File: src/rtl/configurable_demux_reg_if.sv
// configurable_demux_reg_if: write-side bus and registered entry table of the demux register bank.
interface configurable_demux_reg_if #(
    parameter int nb_bits_select        = 5,
    parameter int nb_bits_taille_donnes = 32
);
    logic                                                           we_i;
    logic [nb_bits_select-1:0]                                      sel_i;
    logic [nb_bits_taille_donnes-1:0]                               data_i;
    logic                                                           clear_i;
    logic [2**nb_bits_select-1:0][nb_bits_taille_donnes-1:0]        data_o;
    logic [2**nb_bits_select-1:0]                                   valid_o;
    logic [15:0]                                                    wr_count_o;
    logic                                                           wr_ack_o;
    modport master (output we_i, sel_i, data_i, clear_i, input data_o, valid_o, wr_count_o, wr_ack_o);
    modport slave  (input we_i, sel_i, data_i, clear_i, output data_o, valid_o, wr_count_o, wr_ack_o);
endinterface

File: src/rtl/configurable_demux_reg.sv
// configurable_demux_reg: steers one word per cycle into a registered entry table, with
// optional hardwired-zero entry 0, per-entry valid flags, saturating write count and write ack.
module configurable_demux_reg #(
    parameter int nb_bits_select        = 5,
    parameter int nb_bits_taille_donnes = 32,
    parameter int zero_entry            = 1
) (
    input logic                   clk_i,
    input logic                   rst_i,
    configurable_demux_reg_if.slave bus
);
    localparam int n = 2**nb_bits_select;
    logic [n-1:0][nb_bits_taille_donnes-1:0] data_q, data_d;
    logic [n-1:0]                            valid_q, valid_d;
    logic [15:0]                             cnt_q, cnt_d;
    logic                                    ack_q, ack_d;
    logic                                    accept;
    // we_i gates first so X on sel_i/data_i while idle cannot reach state
    assign accept = bus.we_i && !bus.clear_i && !((zero_entry != 0) && (bus.sel_i == '0));
    always_comb begin
        data_d  = data_q;
        valid_d = valid_q;
        if (accept) begin
            data_d[bus.sel_i]  = bus.data_i;
            valid_d[bus.sel_i] = 1'b1;
        end
        cnt_d = (accept && cnt_q != 16'hFFFF) ? cnt_q + 16'd1 : cnt_q;
        ack_d = accept;
        if (bus.clear_i) begin
            data_d  = '0;
            valid_d = '0;
            cnt_d   = '0;
            ack_d   = 1'b0;
        end
    end
    always_ff @(posedge clk_i) begin
        if (rst_i) begin
            data_q  <= '0;
            valid_q <= '0;
            cnt_q   <= '0;
            ack_q   <= 1'b0;
        end else begin
            data_q  <= data_d;
            valid_q <= valid_d;
            cnt_q   <= cnt_d;
            ack_q   <= ack_d;
        end
    end
    assign bus.data_o     = data_q;
    assign bus.valid_o    = valid_q;
    assign bus.wr_count_o = cnt_q;
    assign bus.wr_ack_o   = ack_q;
endmodule

File: src/flat_wrapper.sv
// flat-port wrapper written by rule: the top's interface ports become plain ports
module configurable_demux_reg_flat 
#(
    parameter int nb_bits_select        = 5,
    parameter int nb_bits_taille_donnes = 32,
    parameter int zero_entry            = 1
)
  (clk_i, rst_i, bus_we_i, bus_sel_i, bus_data_i, bus_clear_i, bus_data_o, bus_valid_o, bus_wr_count_o, bus_wr_ack_o);
  configurable_demux_reg_if #(.nb_bits_select(nb_bits_select), .nb_bits_taille_donnes(nb_bits_taille_donnes)) bus_i ();
  input logic clk_i;
  input logic rst_i;
  input wire logic [$bits(bus_i.we_i)-1:0] bus_we_i;
  input wire logic [$bits(bus_i.sel_i)-1:0] bus_sel_i;
  input wire logic [$bits(bus_i.data_i)-1:0] bus_data_i;
  input wire logic [$bits(bus_i.clear_i)-1:0] bus_clear_i;
  output wire logic [$bits(bus_i.data_o)-1:0] bus_data_o;
  output wire logic [$bits(bus_i.valid_o)-1:0] bus_valid_o;
  output wire logic [$bits(bus_i.wr_count_o)-1:0] bus_wr_count_o;
  output wire logic [$bits(bus_i.wr_ack_o)-1:0] bus_wr_ack_o;
  assign bus_i.we_i = bus_we_i;
  assign bus_i.sel_i = bus_sel_i;
  assign bus_i.data_i = bus_data_i;
  assign bus_i.clear_i = bus_clear_i;
  assign bus_data_o = bus_i.data_o;
  assign bus_valid_o = bus_i.valid_o;
  assign bus_wr_count_o = bus_i.wr_count_o;
  assign bus_wr_ack_o = bus_i.wr_ack_o;
  configurable_demux_reg #(.nb_bits_select(nb_bits_select), .nb_bits_taille_donnes(nb_bits_taille_donnes), .zero_entry(zero_entry)) u_core (.clk_i(clk_i), .rst_i(rst_i), .bus(bus_i));
endmodule
File: config.mk
export PLATFORM = sky130hd
export DESIGN_NAME = configurable_demux_reg_flat
export DESIGN_NICKNAME = d
export VERILOG_FILES = /design/src/rtl/configurable_demux_reg_if.sv /design/src/rtl/configurable_demux_reg.sv /design/src/flat_wrapper.sv
export SDC_FILE = /design/constraint.sdc
export NUM_CORES = 2
export LEC_CHECK = 0
export CAP_MARGIN = 20
export CORE_AREA = 5 5 436 438
export CTS_BUF_LIST = sky130_fd_sc_hd__clkbuf_8
export DETAILED_ROUTE_END_ITERATION = 10
export DIE_AREA = 0 0 441 443
export HOLD_SLACK_MARGIN = 0.08
export SLEW_MARGIN = 5
export SYNTH_ARGS = -nofsm -noshare
export SYNTH_HDL_FRONTEND = slang
export SYNTH_SLANG_ARGS = --single-unit
File: constraint.sdc
create_clock -name clk_i -period 4.1 [get_ports clk_i]
set_clock_uncertainty 0.05 [all_clocks]
set_input_delay 0.82 -clock clk_i [delete_from_list [all_inputs] [get_ports clk_i]]
set_output_delay 0.82 -clock clk_i [all_outputs]
set_load 0.01 [all_outputs]
# [Word-level counts from Yosys, hierarchy flattened]
# Cells that the tools add are included.
[op_classes] reduce_logical=8 mux=5 addsub=1 n_eq_ne=1 bitwise_logic=1 order_cmp=2
[op_table] cell="$bwmux W1024" count=1
[op_table] cell="$demux W32 S5" count=1
[op_table] cell="$mux W32" count=1
[op_table] cell="$or A32 B32 Y32" count=1
[op_table] cell="$add A16 B1 Y16 const B" count=1
[op_table] cell="$ne A16 B16 Y1 const B" count=1
[op_table] cell="$lt A5 B6 Y1 const B" count=1
[op_table] cell="$demux W1 S5" count=1
[op_table] cell="$ge A5 B1 Y1 const B" count=1
[op_table] cell="$logic_not A5 Y1" count=1
[op_table] cell="$logic_and A1 B1 Y1" count=4
[op_table] cell="$logic_not A1 Y1" count=2
[op_table] cell="$reduce_or A2 Y1" count=1
[op_table] cell="$mux W1" count=1
[totals] word_cells=53 out_inout_bits=1073 input_bits=41 ff_bits=1073

# [Depth between registers and ports, before layout]
[depth] depth_word=5 depth_mapped=8 mapped_depth_nobuf=5

# [Worst setup path after synthesis]
# No wires, ideal clock.
[synth_timing] kind="input to register" start="input bus_sel_i[1]" end="register u_core.cnt_q[15], in the netlist u_core.bus.wr_count_o[15]" arrival_ns=2.066 stages=6 t_required_ns=3.980 path_buffers=1 path_slack_ns=1.914 setup_ns=0.070 cell_sequence="buf_4 > nor2_2 > a211oi_4 > o21ai_2 > or4_1 > a21oi_1"
[synth_between] elab_chain_cells=4
[synth_rtl] element="from (decl)" line="flat_wrapper.sv:13" text="input wire logic [$bits(bus_i.sel_i)-1:0] bus_sel_i;"
[synth_rtl] element="$logic_not A5 Y1" line="configurable_demux_reg.sv:19" text="assign accept = bus.we_i && !bus.clear_i && !((zero_entry != 0) && (bus.sel_i == '0));"
[synth_rtl] element="$logic_not A1 Y1" line="configurable_demux_reg.sv:19"
[synth_rtl] element="$logic_and A1 B1 Y1" line="configurable_demux_reg.sv:19"
[synth_rtl] element="$logic_and A1 B1 Y1" line="configurable_demux_reg.sv:27" text="cnt_d = (accept && cnt_q != 16'hFFFF) ? cnt_q + 16'd1 : cnt_q;"
[synth_rtl] element="to (signal assigned)" line="configurable_demux_reg.sv:45" text="cnt_q <= cnt_d;"
[synth_rtl] element="to (decl)" line="configurable_demux_reg.sv:15" text="logic [15:0] cnt_q, cnt_d;"
# Every way passes these cells.
# A chain may end at the register's enable or synchronous reset.

# [Worst setup path in the final report]
[layout_timing] start="register u_core.cnt_q[0], in the netlist u_core.bus.wr_count_o[0]" end="output bus_wr_count_o[0]"
[layout_lines] element="to (decl)" line="flat_wrapper.sv:18" text="output wire logic [$bits(bus_i.wr_count_o)-1:0] bus_wr_count_o;"
# No word-level cell between the ends.

==> impl_results.md <==
- Status: completed
- Yosys cell types: 47
- Net Sw Frac: 25.3%
- Die extent in x: 441 microns
- DR vias/cell: 4.43
- Mapped Cells: 4723
- Worst VDD drop: 305 uV
- RSZ-0062 raised after global routing: false
- Synthesized flop and latch total: 1073
- Core Box Area: 186000 sq um
- Placed cell area: 51300 sq um
- Share of cells above drive strength 1: 8.76%
- CP Data Arrival Time: 2.13 ns
- ANT nets after route: 0
- Syn nets: 4765
- Initial Utilization: 20.0%
- Final Hold Viols: 0
- CP max stage cell: clkdlybuf4s50_1
- Post-layout nets: 5803
- Yosys warning count: 0
- CTS tree: yes
- Worst-path clk slew: 0.06 ns
- Power Dens Cells: 391 nW/um^2
- Reg2Reg Depth: 4
- Min-delay worst type: input pin to flip-flop
- Req. time, crit path: 3.23 ns
- CP delay by family, top: buffers and inverters
- Worst Setup SP: u_core.bus.wr_count_o[0]
- Area grow syn2layout: 48.3%
- Largest net degree at the start of global routing: 108
- Switching pwr: 5.46 mW
- Number of global-route vias before repair: 35500
- Crit path kind: flip-flop to output pin
- Final GP Congestion: 0.822
- Max cap viols: 0
- Cts bufs inserted: 184
- Total wire length: 202000 microns
- FF-to-FF End: u_core.bus.wr_count_o[15]
- Cell area after layout: 55100 sq um
- First-pass GRT wire length: 274000 microns
- Post-synthesis sequential area ratio: 57.8%
- Clock Path Buffers: 3
- Minimum clock period: 3.00 ns
- Clk_lat worst skew: 0.91 ns
- CTS H-tree depth: 4
- Number of cells on the critical path: 1
- Cts repair resizes: 0
- Total negative slack: 0 ns
- Fillers: 19700
- Post-DP HPWL: 136000 microns
- Tot GR Track Use: 19.7%
- Hold depth: 3
- Share of power burned in the clock network: 47.4%
- Die area: 195000 sq um
- Setup Viol. Count Final: 0
- Drt first pass iters: 6
- Worst slew margin: 21.0%
- Die height: 443 microns
- DR vias: 37200
- Cell Chain, Critical Path: clkdlybuf4s50_1
- CTS root buffer: clkbuf_8
- Routed WL per cell: 24.0 microns
- Comb pwr share: 4.1%
- Crit. End Element: output pin
- 1st-iter DRT viols: 3145
- Final period util: 73.2%
- CP endpoint: bus_wr_count_o[0]
- Final Max Tran Viols: 0
- Worst-path maximum fanout: 4
- DR DRC count: 0
- RR Startpoint: u_core.bus.wr_count_o[2]
- # hold bufs at CTS: 0
- Port Buf Inserts: 1113
- Worst Tran Pin Value: 1.19 ns
- Clk sink count: 1073
- Mapped Area: 37200 sq um
- Post-CTS setup buffer count: 0
- Io pins: 1114
- Initial antenna violation count: 19
- Internal power: 16.1 mW
- Static Leakage: 17.2 nW
- Cell Rows: 159
- Achievable Freq: 0.333 GHz
- Flop-to-flop setup slack: 2.16 ns
- Sequential Power Share: 48.5%
- WP buf/inv: 1
- Startpoint Class: flip-flop
- Total gr overflow: 0
- Mean post-synth cell area: 7.87 sq um
- Slowest stage delay, CP: 0.82 ns
per-layer routing:
layer,wire length (microns),track usage (%),up-vias,part of all wire [%]
met1,73300,21.7,17800,36
met2,98600,33.8,1835,49
met3,17900,5.57,445,8.9
li1,-,-,17200,-
met5,23,0,-,0.011
met4,11900,11.2,4,5.9
how the worst min path moves through the flow:
stage / from / end / slack, ns
final: bus_data_i[21] / u_core.bus.data_o[149] / 0.33
after global routing: bus_data_i[21] / u_core.bus.data_o[149] / 0.27
after CTS: bus_data_i[19] / u_core.bus.data_o[51] / 0.22
after detailed placement: u_core.bus.data_o[5] / u_core.bus.data_o[5] / 0.39
after global placement: u_core.bus.data_o[18] / u_core.bus.data_o[18] / 0.39
after floorplan: u_core.bus.data_o[1000] / u_core.bus.data_o[1000] / 0.43
layout by cell type (no fill, tap or decap), types with 8 or more instances in the layout:
cell,n
nand2_1,2002
nand2_2,23
buf_4,122
and2_1,34
buf_2,25
clkdlybuf4s50_1,1081
clkbuf_8,225
nor2_1,76
inv_1,65
bufinv_16,8
diode_2,9
clkinvlp_4,8
nor2_4,31
buf_12,36
clkinv_2,11
dfxtp_1,1073
a21oi_1,996
power by group through the flow:
stage / Sequential [mW] / Clock (mW) / Combinational [mW]
2_1_floorplan: 10.7 / 0 / 0.353
3_3_place_gp: 10.7 / 0 / 0.893
3_5_place_dp: 10.7 / 0 / 0.899
4_1_cts: 10.5 / 10.4 / 0.901
5_1_grt: 10.4 / 10.9 / 0.924
6_report: 10.5 / 10.2 / 0.891
cell usage after synthesis, drive strengths merged:
cell,instances,area share [%]
nand3b,4,0.10
a211oi,1,0.054
nor3,6,0.081
nor2,108,1.3
nand2,2025,20
a21oi,996,13
a41oi,1,0.024
nand3,6,0.11
and4,2,0.047
o311ai,1,0.044
o21ai,3,0.050
or3,3,0.050
buf,152,2.3
a311oi,1,0.024
dfxtp,1073,58
ha,1,0.034
nor3b,5,0.13
xnor2,6,0.14
mux2i,1,0.027
o211ai,3,0.061
or4,5,0.10
clkbuf,260,2.6
nor4,1,0.017
o21ba,1,0.027
nand2b,1,0.017
a21o,1,0.020
o31ai,3,0.061
and2,34,0.57
nand4,6,0.12
and3b,2,0.047
and3,2,0.034
o2111ai,1,0.024
xor2,2,0.047
and2b,1,0.024
or3b,2,0.047
or2,3,0.050
sequential cells by signal (all words and copies together), names as in the netlist:
register and cells:
u_core.bus.wr_ack_o 1, u_core.bus.data_o 1024, u_core.bus.wr_count_o 16, u_core.bus.valid_o 32
per-stage QoR:
| step | total power [mW] | utilization, % | cells | setup slack (ns) | hold WS (ns) |
|---|---|---|---|---|---|
| final | 21.6 | 29.6 | 8407 | 1.10 | 0.334 |
| after global routing | 22.3 | 29.6 | 8401 | 0.815 | 0.267 |
| after global placement | 11.6 | 27.5 | 8068 | 0.530 | 0.391 |
| after detailed placement | 11.6 | 27.5 | 8069 | 0.532 | 0.394 |
| after floorplan | 11.0 | - | 4723 | 1.91 | 0.431 |
| after CTS | 21.8 | 29.6 | 8397 | 0.853 | 0.222 |
logic make-up after synthesis:
group                      after synthesis  synth area share (%)
and+or+nand+nor                       2216                  23.3
DFF                                   1073                  57.8
AOI/OAI and AO/OA                     1012                  13.8
buffers and inverters                  412                  4.92
xor gates and xnor gates                 8                 0.188
muxes                                    1                0.0269
adders and majority gates                1                0.0336
area by class of cell:
class,count,area (sq um),share of cell area (%)
Sequential cell,1073,21500,39.0
Multi-Input combinational cell,3238,14100,25.6
Timing Repair Buffer,1264,12600,22.8
Tap cell,2495,3120,5.66
Clock buffer,225,3100,5.62
Clock inverter,103,741,1.34
Antenna cell,9,22.5,0.0408
Power figures use the tool's default switching activity.
